[src/rtl/fetch_pkg.sv]
// Shared types for the instruction fetch controller and its buffer.
// The buffer entry pairs each fetched word with the PC it came from.
package fetch_pkg;

   typedef enum logic [1:0] {
      S_REQ,
      S_WAIT,
      S_HOLD,
      S_DISCARD
   } fetch_state_t;

   typedef struct packed {
      logic [31:0] pc;
      logic [31:0] instr;
   } fetch_entry_t;

   localparam logic [31:0] RESET_PC_DEFAULT = 32'h0000_0000;

   function automatic logic [31:0] pc_incr(input logic [31:0] pc);
      return pc + 32'd4;
   endfunction

endpackage

[src/rtl/fetch_fifo.sv]
// Small circular buffer of fetched {pc, instr} entries.
// Flush has priority over push and pop in the same cycle.
module fetch_fifo
   import fetch_pkg::*;
#(
   parameter int DEPTH = 2
) (
   input  logic                       clk,
   input  logic                       rst_n,
   input  logic                       push,
   input  fetch_entry_t               din,
   input  logic                       pop,
   input  logic                       flush,
   output fetch_entry_t               head,
   output logic                       valid,
   output logic [$clog2(DEPTH+1)-1:0] count
);
   localparam int PW = $clog2(DEPTH);
   localparam int CW = $clog2(DEPTH + 1);

   fetch_entry_t  mem [DEPTH];
   logic [PW-1:0] wr_ptr;
   logic [PW-1:0] rd_ptr;
   logic          do_pop;

   assign valid  = (count != '0);
   assign do_pop = pop && valid;
   // Head reads as zero when empty so decode never sees stale words.
   assign head   = valid ? mem[rd_ptr] : '0;

   always_ff @(posedge clk or negedge rst_n) begin
      if (!rst_n) begin
         wr_ptr <= '0;
         rd_ptr <= '0;
         count  <= '0;
      end else if (flush) begin
         wr_ptr <= '0;
         rd_ptr <= '0;
         count  <= '0;
      end else begin
         if (push)
            wr_ptr <= wr_ptr + PW'(1);
         if (do_pop)
            rd_ptr <= rd_ptr + PW'(1);
         if (push && !do_pop)
            count <= count + CW'(1);
         else if (!push && do_pop)
            count <= count - CW'(1);
      end
   end

   always_ff @(posedge clk) begin
      if (push && !flush)
         mem[wr_ptr] <= din;
   end

endmodule

[src/rtl/imem_fetch_ctrl.sv]
// Instruction fetch controller: one outstanding imem read at a time,
// responses buffered with their PC for the decode stage.
module imem_fetch_ctrl
   import fetch_pkg::*;
#(
   parameter logic [31:0] RESET_PC  = RESET_PC_DEFAULT,
   parameter int          BUF_DEPTH = 2
) (
   input  logic        clk_i,
   input  logic        rst_ni,
   input  logic        redirect_valid_i,
   input  logic [31:0] redirect_pc_i,
   output logic        imem_req_o,
   output logic [31:0] imem_addr_o,
   input  logic        imem_rvalid_i,
   input  logic [31:0] imem_rdata_i,
   output logic        instr_valid_o,
   output logic [31:0] instr_o,
   output logic [31:0] instr_pc_o,
   input  logic        instr_ready_i
);
   localparam int CW = $clog2(BUF_DEPTH + 1);

   fetch_state_t  state;
   fetch_state_t  state_nxt;
   logic [31:0]   fetch_pc;
   logic [CW-1:0] count;
   logic          push;
   logic          pop;
   logic          buf_valid;
   logic          room_after;
   fetch_entry_t  din;
   fetch_entry_t  head;

   assign din = '{pc: fetch_pc, instr: imem_rdata_i};

   fetch_fifo #(
      .DEPTH(BUF_DEPTH)
   ) u_fifo (
      .clk  (clk_i),
      .rst_n(rst_ni),
      .push (push),
      .din  (din),
      .pop  (pop),
      .flush(redirect_valid_i),
      .head (head),
      .valid(buf_valid),
      .count(count)
   );

   always_ff @(posedge clk_i or negedge rst_ni) begin
      if (!rst_ni)
         state <= S_REQ;
      else
         state <= state_nxt;
   end

   always_ff @(posedge clk_i or negedge rst_ni) begin
      if (!rst_ni)
         fetch_pc <= RESET_PC;
      else if (redirect_valid_i)
         fetch_pc <= redirect_pc_i & 32'hFFFF_FFFC;
      else if (push)
         fetch_pc <= pc_incr(fetch_pc);
   end

   // A pop alongside the push keeps occupancy unchanged.
   assign room_after = (int'(count) + (pop ? 0 : 1)) < BUF_DEPTH;

   always_comb begin
      state_nxt = state;
      unique case (state)
         S_REQ:
            state_nxt = redirect_valid_i ? S_REQ : S_WAIT;
         S_WAIT: begin
            if (redirect_valid_i)
               state_nxt = imem_rvalid_i ? S_REQ : S_DISCARD;
            else if (imem_rvalid_i)
               state_nxt = room_after ? S_REQ : S_HOLD;
         end
         S_HOLD:
            if (redirect_valid_i || pop)
               state_nxt = S_REQ;
         S_DISCARD:
            if (imem_rvalid_i)
               state_nxt = S_REQ;
         default:
            state_nxt = S_REQ;
      endcase
   end

   // Request is masked while reset is held so the bus stays quiet.
   always_comb begin
      imem_req_o = 1'b0;
      push       = 1'b0;
      unique case (state)
         S_REQ:   imem_req_o = rst_ni && !redirect_valid_i;
         S_WAIT:  push = imem_rvalid_i && !redirect_valid_i;
         default: ;
      endcase
   end

   assign pop           = buf_valid && instr_ready_i && !redirect_valid_i;
   assign imem_addr_o   = fetch_pc;
   assign instr_valid_o = buf_valid;
   assign instr_o       = head.instr;
   assign instr_pc_o    = head.pc;

endmodule

[config.mk]
export PLATFORM = sky130hd
export DESIGN_NAME = imem_fetch_ctrl
export DESIGN_NICKNAME = d
export VERILOG_FILES = /design/src/rtl/fetch_pkg.sv /design/src/rtl/fetch_fifo.sv /design/src/rtl/imem_fetch_ctrl.sv
export SDC_FILE = /design/constraint.sdc
export NUM_CORES = 1
export LEC_CHECK = 0
export ABC_CLOCK_PERIOD_IN_PS = 12270
export BUFFER_PORTS_ARGS = -buffer_cell sky130_fd_sc_hd__clkbuf_2
export CAP_MARGIN = 20
export CORE_ASPECT_RATIO = 2
export CORE_MARGIN = 2
export CORE_UTILIZATION = 57
export DETAILED_ROUTE_END_ITERATION = 8
export GPL_TIMING_DRIVEN = 1
export PLACE_DENSITY = 0.82
export REMOVE_ABC_BUFFERS = 1
export SLEW_MARGIN = 10
export SYNTH_ARGS = -nofsm -noshare
export SYNTH_HDL_FRONTEND = slang
export SYNTH_SLANG_ARGS = --single-unit
[constraint.sdc]
create_clock -name clk_i -period 12.27 [get_ports clk_i]
set_input_delay 3.0675 -clock clk_i [delete_from_list [all_inputs] [get_ports clk_i]]
set_output_delay 3.0675 -clock clk_i [all_outputs]
set_load 0.01 [all_outputs]
==> flow_summary_export.csv, run 1 <==
group,metric,value,unit
layout,drive_above_1_share,30.3,%
die,rows,56,
critical_path,crit_fanout,37,
cts,cts_root_buf,"clkbuf_16",
route,avgRoutedWirePerCell,17.9,um
layout,area_growth,21.7,%
critical_path,crit_path_cell_trace,"clkbuf_2, nor4b_1, clkbuf_2",
synthesis,syn_avg_cell_area,13.4,um2
global_routing,grt_pass1_vias,4636,
synthesis,synthArstFlopShare,22.5,%
cts,cts_resized,0,
die,core,11700,um2
cts,cts_hold_buffers,0,
global_routing,antenna_found_initial,0,
critical_path,reg2regPathDepth,3,
global_routing,gr-total-overflow,0,
timing,rsz0062_at_grt,"false",
route,drc,0,
layout,fillerInstances,874,
place,post-place-ws,4870,ps
hold_path,hold_path_class,"reg -> reg",
critical_path,cp_common_cell,"clkbuf_2",
synthesis,postSynthCellCount,508,
synthesis,synth_cell_type_count,51,
route,ant_nets,0,
layout,layout_common_cells,"160 x clkbuf_2, 124 x edfxtp_1, 75 x nor2_1, 65 x mux2i_1, 41 x nand2_1",
layout,final_common_cell,"clkbuf_2",
critical_path,critPathMaxStageDelay,700,ps
synthesis,synth_top_area_share,54.7,%
critical_path,crit_cells,3,
timing,holdWs,543,ps
layout,final_nets,734,
synthesis,synth_area,6810,um2
synthesis,synth-edff-count,124,
cts,h-tree-depth,4,
power,p_leak,3.21,nW
layout,num_antenna_cells,0,
timing,finalCriticalPeriod,7340,ps
place,io_buffers,160,
timing,slew_headroom,27.9,%
hold_path,hold-path-cell-count,0,
cts,post_cts_buffers,0,
die,num_io_pins,167,
synthesis,synth_area_leader_cell,"edfxtp_1",
cts,cts_made_buffers,17,
synthesis,ys_seq_area_share,67.9,%
global_routing,grt.total_usage,23.7,%
synthesis,yosys_warnings,0,
power,power.density,158,nW/um2
run_status,status,"finished, final reports clean",
timing,fin_ws,4930,ps
critical_path,arrival,4270,ps
cts,clock_latency,420,ps
route,drt_wl_total,14.7,mm
timing,timing.setup.tns,0,ps
synthesis,yosys-top-cells-area,"edfxtp_1 55%, dfrtp_1 13%, mux2i_1 9.6%",
timing,hold_viol,0,
synthesis,synth_seq_cells,160,
synthesis,synth_top_flop_cell,"edfxtp_1",
global_routing,grt_pass1_wl,22.6,mm
cts,clk_pin_slew,60,ps
timing,drv_slew,0,
cts,cts.sinks,160,
critical_path,criticalPathCategory,"in -> out",
die,dieArea,12900,um2
timing,timing.final.crit_share,59.8,%
route,drt_iter0_drc,353,
route,dr.pass1.iters,5,
power,max-vdd-ir-drop,0.124,mV
critical_path,cp_slowest_cell,"clkbuf_2",
timing,setup_violations,0,
die,initial_core_util,58.2,%
critical_path,path_buf_inv,2,
cts,cts_tree,"done",
route,vias_per_cell,5.78,
place,dpl.hpwl,10.0,mm
global_routing,grt_max_degree,64,
timing,fmax,136,MHz
critical_path,required,9200,ps
critical_path,cpLargestDelayFamily,"buffers and inverters",
job,maxCapViolations,0,
die,die_h,159,um
route,dr_total_vias,4749,
critical_path,critPathCaptureType,"primary output",
timing,tightest_slew,1080,ps
die,fp.dieW,81.3,um
timing,fin_skew,12.8,ps
place,routabilityCongestion,0.881,
critical_path,crit_path_start_kind,"primary input",
cts,cts.path.max_buffers,2,
cell usage after synthesis (all sizes together), types with 4 or more instances:
cell    instances
a21oi           7
and3            6
buf            14
clkbuf         17
dfrtp          36
edfxtp        124
inv             6
mux2i          65
nand2          41
nand3          13
nand4           7
nor2           77
nor3            6
o211ai         15
o21ai           7
o311ai         15
or2             4
registers in the layout, indices dropped and copies added (netlist names):
| register | flops |
|---|---|
| u_fifo.mem | 124 |
| u_fifo.rd_ptr | 1 |
| state | 2 |
| u_fifo.count | 2 |
| imem_addr_o | 30 |
| u_fifo.wr_ptr | 1 |
final timing paths:
path / startpoint / end / slack [ps]
max in group asynchronous: rst_ni / u_fifo.rd_ptr / 8790
hold / removal: imem_addr_o[31] / u_fifo.mem[1][63] / 540
hold reg to reg: imem_addr_o[31] / u_fifo.mem[1][63] / 540
setup reg to reg: state[1] / u_fifo.mem[0][15] / 9170
setup / recovery: rst_ni / imem_req_o / 4930
min in group asynchronous: rst_ni / imem_addr_o[25] / 2790
through the flow:
step | instance area (um2) | utilization, % | power [mW] | std cells
floorplan | 6680 | - | 0.747 | 480
global placement | 7720 | 66.0 | 0.809 | 790
detailed placement | 7720 | 66.0 | 0.818 | 790
CTS | 8290 | 70.9 | 1.32 | 822
global route | 8290 | 70.9 | 1.36 | 822
finish | 8290 | 70.9 | 1.31 | 822
cell families after synthesis:
logic type | synth area share, %
multiplexers | 9.72
XOR/XNOR | 0.515
buffers and inverters | 2.37
AO/OA/AOI/OAI | 6.83
other | 0.0551
AND/OR/NAND/NOR | 12.4
adder cells (fa/ha/maj) | 0.184
flip-flops | 67.9
power breakdown:
part	total, mW	switching, mW	internal [mW]
sequential	0.661	0.0399	0.622
combinational	0.146	0.0848	0.0608
clock	0.503	0.203	0.299
area by class of cell:
type                       count  area, um2  area share [%]
sequential                   160       4630            55.8
multi-input combinational    314       2050            24.8
timing repair buffer         165        838            10.1
clock buffer                  19        433            5.22
tap                          145        181            2.19
clock inverter                13        135            1.63
inverter                       6       22.5           0.272
layer usage:
| layer | vias up | routed length, um | track usage (%) |
|---|---|---|---|
| met3 | 41 | 774 | 4.48 |
| met2 | 184 | 8210 | 41.5 |
| met5 | - | 0 | 0 |
| met1 | 2311 | 5090 | 26.0 |
| li1 | 2213 | - | - |
| met4 | 0 | 601 | 13.7 |
No activity file was read; power rests on OpenSTA's default activity.
==> inputs of run 2 (changes only) <==
--- a/config.mk
+++ b/config.mk
@@ -5,15 +5,15 @@
 export SDC_FILE = /design/constraint.sdc
 export NUM_CORES = 1
 export LEC_CHECK = 0
-export ABC_CLOCK_PERIOD_IN_PS = 12270
+export ABC_CLOCK_PERIOD_IN_PS = 6800
 export BUFFER_PORTS_ARGS = -buffer_cell sky130_fd_sc_hd__clkbuf_2
 export CAP_MARGIN = 20
 export CORE_ASPECT_RATIO = 2
 export CORE_MARGIN = 2
-export CORE_UTILIZATION = 57
+export CORE_UTILIZATION = 53
 export DETAILED_ROUTE_END_ITERATION = 8
 export GPL_TIMING_DRIVEN = 1
-export PLACE_DENSITY = 0.82
+export PLACE_DENSITY = 0.77
 export REMOVE_ABC_BUFFERS = 1
 export SLEW_MARGIN = 10
 export SYNTH_ARGS = -nofsm -noshare
==> constraint.sdc (replaced) <==
create_clock -name clk_i -period 6.8 [get_ports clk_i]
set_input_delay 1.7 -clock clk_i [delete_from_list [all_inputs] [get_ports clk_i]]
set_output_delay 1.7 -clock clk_i [all_outputs]
set_load 0.01 [all_outputs]
==> run 2 against run 1 <==
  * Critical path depth increased by 1
  * Non-clock buffer count unchanged
  * Routed wire length increased by 0.78%
  * Clock power increased by 84%
  * Via count decreased by 0.57%
  * Clock skew decreased by 1.9 ps
  * Die area increased by 7.3%
  * Final cell count increased by 0.61%
  * Setup slack got worse by 2700 ps
  * Critical path type is now in -> reg
  * Largest cell class unchanged
==> flow_summary_export.csv, run 2 (synthesis gave the netlist of run 1 again) <==
group,metric,value,unit
run_status,status,"finished, final reports clean",
global_routing,grt_max_degree,64,
power,p_switching,605,uW
power,p_leak,3.20,nW
global_routing,grt.total_usage,21.8,%
timing,slew_headroom,28.5,%
timing,setup_violations,0,
critical_path,criticalPathCategory,"in -> reg",
global_routing,grt_pass1_wl,23.2,mm
hold_path,hold_path_class,"reg -> reg",
critical_path,crit_path_start_kind,"primary input",
layout,num_antenna_cells,0,
timing,hold_viol,0,
hold_path,hold-path-cell-count,0,
route,avgRoutedWirePerCell,17.9,um
global_routing,gr-total-overflow,0,
timing,fmax,219,MHz
route,drt_wl_total,14.8,mm
critical_path,required,6870,ps
timing,timing.setup.tns,0,ps
cts,h-tree-depth,4,
place,io_buffers,160,
timing,tightest_slew,1070,ps
layout,ff_latch_area,4630,um2
layout,largest_reg_flops,124,
route,vias_per_cell,5.71,
power,p_total,2.38,mW
layout,multi_input_area,2050,um2
timing,rsz0062_at_grt,"false",
layout,final_nets,734,
critical_path,crit_fanout,44,
cts,clk_pin_slew,60,ps
die,rows,58,
power,max-vdd-ir-drop,0.200,mV
cts,post_cts_buffers,0,
power,seqPwrFrac,50.1,%
power,internal_power,1.78,mW
critical_path,arrival,4640,ps
route,dr.pass1.iters,5,
place,routabilityCongestion,0.843,
critical_path,cp_slowest_cell,"nor2_4",
cts,cts_root_buf,"clkbuf_16",
cts,cts.sinks,160,
route,drt_iter0_drc,296,
power,power_frac_comb,11.0,%
critical_path,crit_cells,4,
place,dpl.hpwl,10.1,mm
cts,cts_made_buffers,17,
layout,area_growth,22.0,%
cts,cts_tree,"done",
die,die_h,164,um
cts,clock_latency,420,ps
global_routing,antenna_found_initial,0,
cts,cts_hold_buffers,0,
die,dieArea,13800,um2
die,num_io_pins,167,
die,core,12600,um2
critical_path,crit_path_cell_trace,"clkbuf_2, nand4bb_1, nor2_4, buf_4",
die,fp.dieW,84.2,um
critical_path,reg2regPathDepth,3,
timing,finalCriticalPeriod,4570,ps
route,ant_nets,0,
job,maxCapViolations,0,
global_routing,grt_pass1_vias,4658,
critical_path,cpLargestDelayFamily,"simple AND/OR/NAND/NOR gates",
critical_path,path_buf_inv,2,
layout,layout_common_cells,"160 x clkbuf_2, 124 x edfxtp_1, 75 x nor2_1, 65 x mux2i_1, 41 x nand2_1",
die,initial_core_util,54.2,%
layout,drive_above_1_share,30.6,%
power,power.density,286,nW/um2
route,drc,0,
power,p_sw_share,25.4,%
layout,top_register,"u_fifo.mem",
critical_path,critPathCaptureType,"flop",
timing,drv_slew,0,
critical_path,critPathMaxStageDelay,1050,ps
route,dr_total_vias,4722,
power,clock_power_share,38.9,%
timing,fin_skew,10.8,ps
layout,fillerInstances,970,
layout,final_common_cell,"clkbuf_2",
timing,timing.final.crit_share,67.2,%
cts,cts_resized,0,
cts,cts.path.max_buffers,2,
## run 2: cell type report
| cell class | instances | share of cell area [%] |
|---|---|---|
| inverter | 6 | 0.271 |
| tap | 150 | 2.26 |
| multi-input combinational | 314 | 24.7 |
| clock buffer | 17 | 5.12 |
| clock inverter | 15 | 1.90 |
| timing repair buffer | 165 | 10.1 |
| sequential | 160 | 55.7 |
## run 2: stage by stage
step	hold slack, ps	worst slack [ps]	cell area, um2	utilization, %	std cells
6_report	539	2230	8310	66.2	827
2_1_floorplan	464	1390	6680	-	480
5_1_grt	549	1880	8310	66.2	827
3_5_place_dp	531	1780	7730	61.6	795
4_1_cts	547	2190	8310	66.2	827
3_3_place_gp	524	1870	7730	61.6	795
## run 2: power by group through the flow
stage	registers, mW	clock network (mW)	logic (mW)
detailed placement	1.21	0	0.266
global route	1.20	0.976	0.291
floorplan	1.20	0	0.145
CTS	1.19	0.940	0.267
finish	1.19	0.925	0.263
global placement	1.21	0	0.257
## run 2: routing by layer
| metal | global-route usage, % | vias up | part of all wire [%] | wire, um |
|---|---|---|---|---|
| li1 | - | 2214 | - | - |
| met1 | 24.2 | 2293 | 35 | 5160 |
| met2 | 39.7 | 185 | 57 | 8450 |
| met3 | 4.27 | 30 | 5.0 | 737 |
| met4 | 10.1 | 0 | 3.0 | 444 |
| met5 | 0 | - | 0 | 0 |
## run 2: worst register-to-register path, cell delays in order, from the launching register on
cell       delay (ps)
dfrtp_1           470
nand4bb_1         750
nor2_4           1060
buf_4             510
## run 2: path summary, 6_finish.rpt
| kind | startpoint | endpoint | slack [ps] |
|---|---|---|---|
| worst min-delay path | imem_addr_o[31] | u_fifo.mem[0][63] | 540 |
| worst min register to register | imem_addr_o[31] | u_fifo.mem[0][63] | 540 |
| worst max-delay path | redirect_valid_i | u_fifo.mem[0][56] | 2230 |
| worst max register to register | state[1] | u_fifo.mem[0][56] | 3640 |
| max in group asynchronous | rst_ni | u_fifo.rd_ptr | 5080 |
| min in group asynchronous | rst_ni | u_fifo.count[0] | 1330 |
==> inputs of run 3 (changes only) <==
--- a/config.mk
+++ b/config.mk
@@ -5,7 +5,7 @@
 export SDC_FILE = /design/constraint.sdc
 export NUM_CORES = 1
 export LEC_CHECK = 0
-export ABC_CLOCK_PERIOD_IN_PS = 6800
+export ABC_CLOCK_PERIOD_IN_PS = 4290
 export BUFFER_PORTS_ARGS = -buffer_cell sky130_fd_sc_hd__clkbuf_2
 export CAP_MARGIN = 20
 export CORE_ASPECT_RATIO = 2
==> constraint.sdc (replaced) <==
create_clock -name clk_i -period 4.29 [get_ports clk_i]
set_input_delay 1.0725 -clock clk_i [delete_from_list [all_inputs] [get_ports clk_i]]
set_output_delay 1.0725 -clock clk_i [all_outputs]
set_load 0.01 [all_outputs]
==> run 3 against run 2 <==
  * Global-route usage fell by 0.23 points
  * Flip-flop and latch count is the same
  * Sequential share of layout area decreased by 0.47 points
  * Worst hold slack gained 7.6 ps
  * Sequential power up 59%
  * Cell area is 0.84% higher
  * Die area is the same
  * Non-clock buffer count grew 3
  * Final cell count increased by 0.36%
  * Power up 63%
  * Critical path type is now reg -> out
  * Critical endpoint is now instr_pc_o[29]
  * Largest cell class unchanged
==> flow_summary_export.csv, run 3 (synthesis gave the netlist of run 1 again) <==
group,metric,value,unit
run_status,status,"finished, final reports clean",
route,dr_wl_met2,8.25,mm
hold_path,hold_path_class,"reg -> reg",
route,ant_nets,0,
timing,finalCriticalPeriod,3190,ps
layout,top_register,"u_fifo.mem",
cts,cts_resized,0,
layout,final_common_cell,"clkbuf_2",
global_routing,gr-total-overflow,0,
cts,post_cts_buffers,0,
critical_path,crit_path_cell_trace,"mux2i_1, nor2_1, clkbuf_2",
die,die_h,164,um
timing,setup_violations,0,
critical_path,cp_slowest_cell,"dfrtp_4",
critical_path,arrival,2120,ps
critical_path,critPathMaxStageDelay,1140,ps
route,met3_length,694,um
global_routing,grt_pass1_vias,4729,
die,rows,58,
cts,clk_pin_slew,60,ps
timing,fmax,314,MHz
die,dieArea,13800,um2
route,drt_wl_total,14.8,mm
critical_path,required,3220,ps
route,drc,0,
critical_path,crit_fanout,63,
cts,cts_tree,"done",
job,maxCapViolations,0,
route,highest_layer,"met4",
timing,fin_skew,8.17,ps
route,vias_per_cell,5.73,
timing,hold_viol,0,
timing,timing.final.crit_share,74.4,%
critical_path,critPathCaptureType,"primary output",
layout,final_nets,737,
global_routing,grt_max_degree,64,
place,routabilityCongestion,0.885,
layout,layout_common_cells,"160 x clkbuf_2, 124 x edfxtp_1, 75 x nor2_1, 65 x mux2i_1, 41 x nand2_1",
timing,slew_headroom,27.7,%
route,met1_length,5.37,mm
layout,largest_reg_flops,124,
place,io_buffers,160,
global_routing,grt_pass1_wl,23.1,mm
route,dr_total_vias,4752,
cts,clock_latency,410,ps
power,power.density,462,nW/um2
timing,rsz0062_at_grt,"false",
layout,num_antenna_cells,0,
timing,tightest_slew,1090,ps
cts,cts_hold_buffers,0,
place,dpl.hpwl,10.0,mm
global_routing,antenna_found_initial,0,
timing,drv_slew,0,
die,initial_core_util,54.2,%
route,dr.pass1.iters,4,
critical_path,criticalPathCategory,"reg -> out",
power,p_leak,3.24,nW
power,max-vdd-ir-drop,0.326,mV
layout,final_core_util,66.8,%
cts,cts.path.max_buffers,2,
global_routing,grt.total_usage,21.6,%
cts,cts.sinks,160,
route,drt_iter0_drc,284,
layout,drive_above_1_share,30.7,%
layout,area_growth,23.1,%
die,num_io_pins,167,
cts,cts_made_buffers,17,
route,avgRoutedWirePerCell,17.9,um
die,core,12600,um2
cts,h-tree-depth,4,
power,p_total,3.87,mW
die,fp.dieW,84.2,um
critical_path,crit_path_start_kind,"flop",
cts,cts_root_buf,"clkbuf_16",
run 3: changes by cell type in the layout (fill, tap and decap cells not counted), sizes merged:
cell and delta:
clkinvlp -1, clkbuf +3, inv -3, buf +3, clkinv -1, bufinv +2
run 3: final timing paths:
path | start | to | slack (ps) | depth (start not counted)
worst max-delay path | u_fifo.rd_ptr | instr_pc_o[29] | 1100 | 3
max in group asynchronous | rst_ni | u_fifo.rd_ptr | 3160 | 2
worst min register to register | imem_addr_o[31] | u_fifo.mem[1][63] | 550 | 0
worst max register to register | state[1] | u_fifo.mem[1][63] | 2000 | 4
min in group asynchronous | rst_ni | imem_addr_o[25] | 750 | 2
worst min-delay path | imem_addr_o[31] | u_fifo.mem[1][63] | 550 | 0
run 3: where the power goes:
group	total, mW	switching, mW	internal, mW	leakage [nW]
registers	1.89	0.114	1.78	1.57
clock network	1.56	0.585	0.978	0.288
logic	0.417	0.240	0.177	1.38
total	3.87	0.939	2.93	3.24
run 3: area by class of cell:
cell class                 count  area, um2
clock inverter                12        181
fill                         942       4170
tap                          150        188
sequential                   160       4630
clock buffer                  20        437
multi-input combinational    314       2050
inverter                       6       22.5
timing repair buffer         168        873
run 3: metal layers:
| metal | global-route usage [%] | up-vias |
|---|---|---|
| met5 | 0 | - |
| met4 | 11.5 | 0 |
| met3 | 4.02 | 38 |
| met2 | 38.7 | 175 |
| met1 | 23.9 | 2316 |
| li1 | - | 2223 |
run 3: critical path: cells and delay by family (launching register included):
kind          cells  cell delay (ps)
simple gates      1               80
flops             1             1140
mux               1              310
buf+inv           1              160
run 3: metrics by stage:
stage | instances | TNS, ps | hold WS [ps] | cell area [um2] | setup slack (ps)
after floorplan | 480 | -30840 | 464 | 6680 | -494
after global placement | 798 | 0 | 527 | 7760 | 1050
after detailed placement | 798 | 0 | 526 | 7760 | 997
after CTS | 830 | 0 | 547 | 8380 | 1050
after global routing | 830 | 0 | 569 | 8380 | 974
final | 830 | 0 | 547 | 8380 | 1100
